## src/rtl/state_stream_tx.sv

```systemverilog
// Transmit end of the Conway frame path: latches one full state frame plus its
// colour pair, then streams one colour pixel per AXI4-Stream beat, row-major.
module state_stream_tx #(
  parameter int DWIDTH = 32,
  parameter int WIDTH  = 32,
  parameter int HEIGHT = 32
)(
  input  logic                      clk,
  input  logic                      rst,
  input  logic [DWIDTH-1:0]         alive_color,
  input  logic [DWIDTH-1:0]         dead_color,
  input  logic [WIDTH*HEIGHT-1:0]   frame_states,
  input  logic                      frame_valid,
  output logic                      frame_ready,
  output logic                      frame_done,
  output logic                      M_AXIS_TVALID,
  input  logic                      M_AXIS_TREADY,
  output logic [DWIDTH-1:0]         M_AXIS_TDATA,
  output logic                      M_AXIS_TLAST,
  output logic                      M_AXIS_TUSER
);
  localparam int NPIX = WIDTH * HEIGHT;
  localparam int CW   = (NPIX > 1) ? $clog2(NPIX) : 1;
  localparam logic [CW-1:0] LAST = CW'(NPIX - 1);

  typedef enum logic {IDLE, SEND} state_t;

  state_t            state;
  logic [CW-1:0]     cnt;
  logic [CW-1:0]     cnt_nxt;
  logic [NPIX-1:0]   st_q;
  logic [DWIDTH-1:0] alive_q;
  logic [DWIDTH-1:0] dead_q;

  assign cnt_nxt = cnt + 1'b1;

  // Ready is gated by rst so it reads 0 during reset and 1 the moment IDLE is released.
  assign frame_ready = (state == IDLE) && !rst;

  always_ff @(posedge clk or posedge rst) begin
    if (rst) begin
      state         <= IDLE;
      cnt           <= '0;
      st_q          <= '0;
      alive_q       <= '0;
      dead_q        <= '0;
      frame_done    <= 1'b0;
      M_AXIS_TVALID <= 1'b0;
      M_AXIS_TDATA  <= '0;
      M_AXIS_TLAST  <= 1'b0;
      M_AXIS_TUSER  <= 1'b0;
    end else begin
      frame_done <= 1'b0;
      case (state)
        IDLE: begin
          if (frame_valid) begin
            // Pixel 0 comes straight from the inputs so TVALID rises the cycle after accept.
            st_q          <= frame_states;
            alive_q       <= alive_color;
            dead_q        <= dead_color;
            cnt           <= '0;
            state         <= SEND;
            M_AXIS_TVALID <= 1'b1;
            M_AXIS_TDATA  <= frame_states[0] ? alive_color : dead_color;
            M_AXIS_TUSER  <= 1'b1;
            M_AXIS_TLAST  <= (NPIX == 1);
          end
        end
        SEND: begin
          if (M_AXIS_TVALID && M_AXIS_TREADY) begin
            if (cnt == LAST) begin
              state         <= IDLE;
              M_AXIS_TVALID <= 1'b0;
              M_AXIS_TLAST  <= 1'b0;
              M_AXIS_TUSER  <= 1'b0;
              frame_done    <= 1'b1;
            end else begin
              cnt          <= cnt_nxt;
              M_AXIS_TDATA <= st_q[cnt_nxt] ? alive_q : dead_q;
              M_AXIS_TUSER <= 1'b0;
              M_AXIS_TLAST <= (cnt_nxt == LAST);
            end
          end
        end
      endcase
    end
  end
endmodule
```

## config.mk

```make
export PLATFORM = sky130hd
export DESIGN_NAME = state_stream_tx
export DESIGN_NICKNAME = d
export VERILOG_FILES = /design/src/rtl/state_stream_tx.sv
export SDC_FILE = /design/constraint.sdc
export NUM_CORES = 2
export LEC_CHECK = 0
export ABC_AREA = 1
export CORE_AREA = 2 2 441 443
export DETAILED_ROUTE_END_ITERATION = 6
export DIE_AREA = 0 0 443 445
export DONT_BUFFER_PORTS = 1
export GPL_ROUTABILITY_DRIVEN = 1
export PLACE_DENSITY = 0.52
export SLEW_MARGIN = 20
export SYNTH_ARGS = -nofsm -noshare
export SYNTH_HDL_FRONTEND = slang
export SYNTH_SLANG_ARGS = --single-unit
```

## constraint.sdc

```tcl
create_clock -name clk -period 48.2 [get_ports clk]
set_input_delay 4.82 -clock clk [delete_from_list [all_inputs] [get_ports clk]]
set_output_delay 4.82 -clock clk [all_outputs]
set_load 0.05 [all_outputs]
```

==> qor.yml <==
outcome:
  outcome: "finished, final reports clean"
synthesis:
  syn_inst: 7029
  yosysWarnings: 0
  syn_area_um2: 53780
  synth_seq_area_share_pct: 52.81
  syn_nets: 8123
  ys_ff_latch: 1135
  ys_types: 25
  synth_area_per_cell_um2: 7.652
sta:
  tightest_slew_ns: 1.085
  clock_skew_ns: 0.02757
  setup_tns_ns: 0
  fin_crit_sh_pct: 22.45
  setup_slack_ns: 37.38
  fin_crit_ns: 10.82
  fmax_ghz: 0.09240
  setup_viol: 0
  whs_ns: 0.4611
  final_hold_viol_count: 0
  rsz0062_at_grt: "no"
  relSlewSlack_pct: 27.70
  drv_slew: 0
placement:
  dpl.cell_count: 9145
  gp_congestion: 0.9012
  dp_slack_ns: 36.77
  io_buffers: 0
  placed_cell_area_um2: 55590
  dpl.hpwl_mm: 147.1
grt:
  track_usage_pct: 21.13
  grt_max_degree: 265
  grt_pass1_wl_mm: 311.1
  grt.overflow.total: 0
  antenna_found_initial: 91
  grt_pass1_vias: 44940
setup_path:
  critPathMaxFanout: 264
  r2r_slack_ns: 40.71
  required_ns: 48.90
  crit_path_start_kind: "input port"
  critical_path_class: "in2reg"
  cp.arrival_ns: 11.52
  r2r_cells: 11
  cp-end-kind: "register"
  worstReg2RegStart: "state"
  reg2reg_to: "st_q[938]"
floorplanning:
  start_util_pct: 28.02
  fp-row-count: 161
  dieArea_um2: 197100
  dieHeight_um: 445
  ioPinCount: 1129
  core_um2: 192000
  fp.dieW_um: 443
layout:
  nets: 7850
  finalNonFillerCells: 9465
  drive_gt1_share_pct: 4.508
  final_cell_area_um2: 60210
  layout_common_cells: "nand2_1 (2641), dfrtp_1 (1134), o21ai_0 (820), nand3_1 (626), inv_1 (597)"
  layout_commonest_cell: "nand2_1"
  area_growth_pct: 11.96
  post-route-util_pct: 31.36
  fillers: 20720
power:
  total_power_mw: 3.040
  p_leak_nw: 28.76
  p_per_area_nw_per_um2: 50.48
  irDropWorstVdd_v: 0.00003659
clocking:
  cts_tree: "built"
  cts_resized: 0
  clkLatencyLatePin_ns: 0.82
  clock_tree.root_cell: "clkbuf_16"
  clk_pin_slew_worst_paths_ns: 0.06
  clock_sinks: 1135
  post-cts-setup-buffer-count: 0
  htreeDepth: 4
  cts.hold.buffers_added: 0
  cts_made_buffers: 135
  clockBufferDepth: 3
min_path:
  hold_end: "st_q[73]"
  min_path_type: "reg2reg"
  hp-start: "st_q[73]"
  holdPathStages: 2
detailed_routing:
  routed-via-count: 46660
  first_pass_iters: 6
  drtIter0Drc: 4645
  postRouteAntennaNets: 0
  wl_per_cell_um: 22.70
  viasPerCell: 4.929
  totalWireLength_mm: 214.9
  drc: 0
flow_run:
  drv_cap: 0
kinds of logic after synthesis:
kind of cell | share of synthesized area [%]
buffers and inverters | 8.322
adders and majority gates | 0.04652
xor gates and xnor gates | 0.1419
DFF | 52.81
and+or+nand+nor | 26.55
AOI/OAI and AO/OA | 12.13
routing by layer:
layer / track usage, % / share of wire, % / vias up
li1: - / - / 21820
met1: 26.41 / 40 / 22590
met2: 33.93 / 48 / 1838
met3: 5.279 / 7.4 / 392
met4: 10.51 / 4.1 / 20
met5: 0 / 0.064 / -
power breakdown:
part	internal (mW)	switching, mW
clock	0.596	0.437
combinational	0.249	0.658
sequential	1.02	0.0809
Yosys cell counts (all sizes together):
cell,count,area [um2]
clkbuf,313,1175
buf,176,1026
dfrtp,1135,28400
ha,2,25.02
o21ai,860,4304
o22ai,5,31.28
a21oi,140,700.7
o211ai,197,1479
nand3,628,3153
a32o,1,10.01
nand2,2643,9928
xnor2,2,17.52
nor3,1,5.000
inv,606,2275
xor2,5,58.81
nor2,315,1192
critical path, cell delays in order:
cell and delay (ns):
inv_1 0.06, nor2_4 0.51, buf_4 0.66, buf_4 0.91, buf_12 0.71, buf_4 0.83
buf_4 0.68, buf_12 0.66, buf_4 0.77, nand2_1 0.13, o21ai_0 0.13
cell type report:
cell class              instances  area, um2  share of cell area, %
repair buffers                 79      705.7                  1.172
clock buffers                 198       3936                  6.537
flip-flops and latches       1135      28410                  47.18
clock inverters                38      480.5                 0.7979
well taps                    2526       3161                  5.249
inverters                     606       2306                  3.830
diodes                         84      210.2                 0.3491
multi-input cells            4799      21010                  34.89
sequential cells by signal, summed over array words and instances (netlist names):
signal	flops
M_AXIS_TDATA	32
M_AXIS_TLAST	1
M_AXIS_TUSER	1
M_AXIS_TVALID	1
alive_q	32
cnt	10
dead_q	32
frame_done	1
st_q	1024
state	1
how the worst max path moves through the flow:
stage                      startpoint         endpoint  slack [ns]
after floorplan                   rst  M_AXIS_TDATA[0]       11.42
after global placement    frame_valid        st_q[943]       36.87
after detailed placement  frame_valid        st_q[918]       36.77
after CTS                 frame_valid        st_q[912]       37.66
after global routing      frame_valid        st_q[701]       36.87
final                     frame_valid        st_q[938]       37.38
Power figures use the tool's default switching activity.
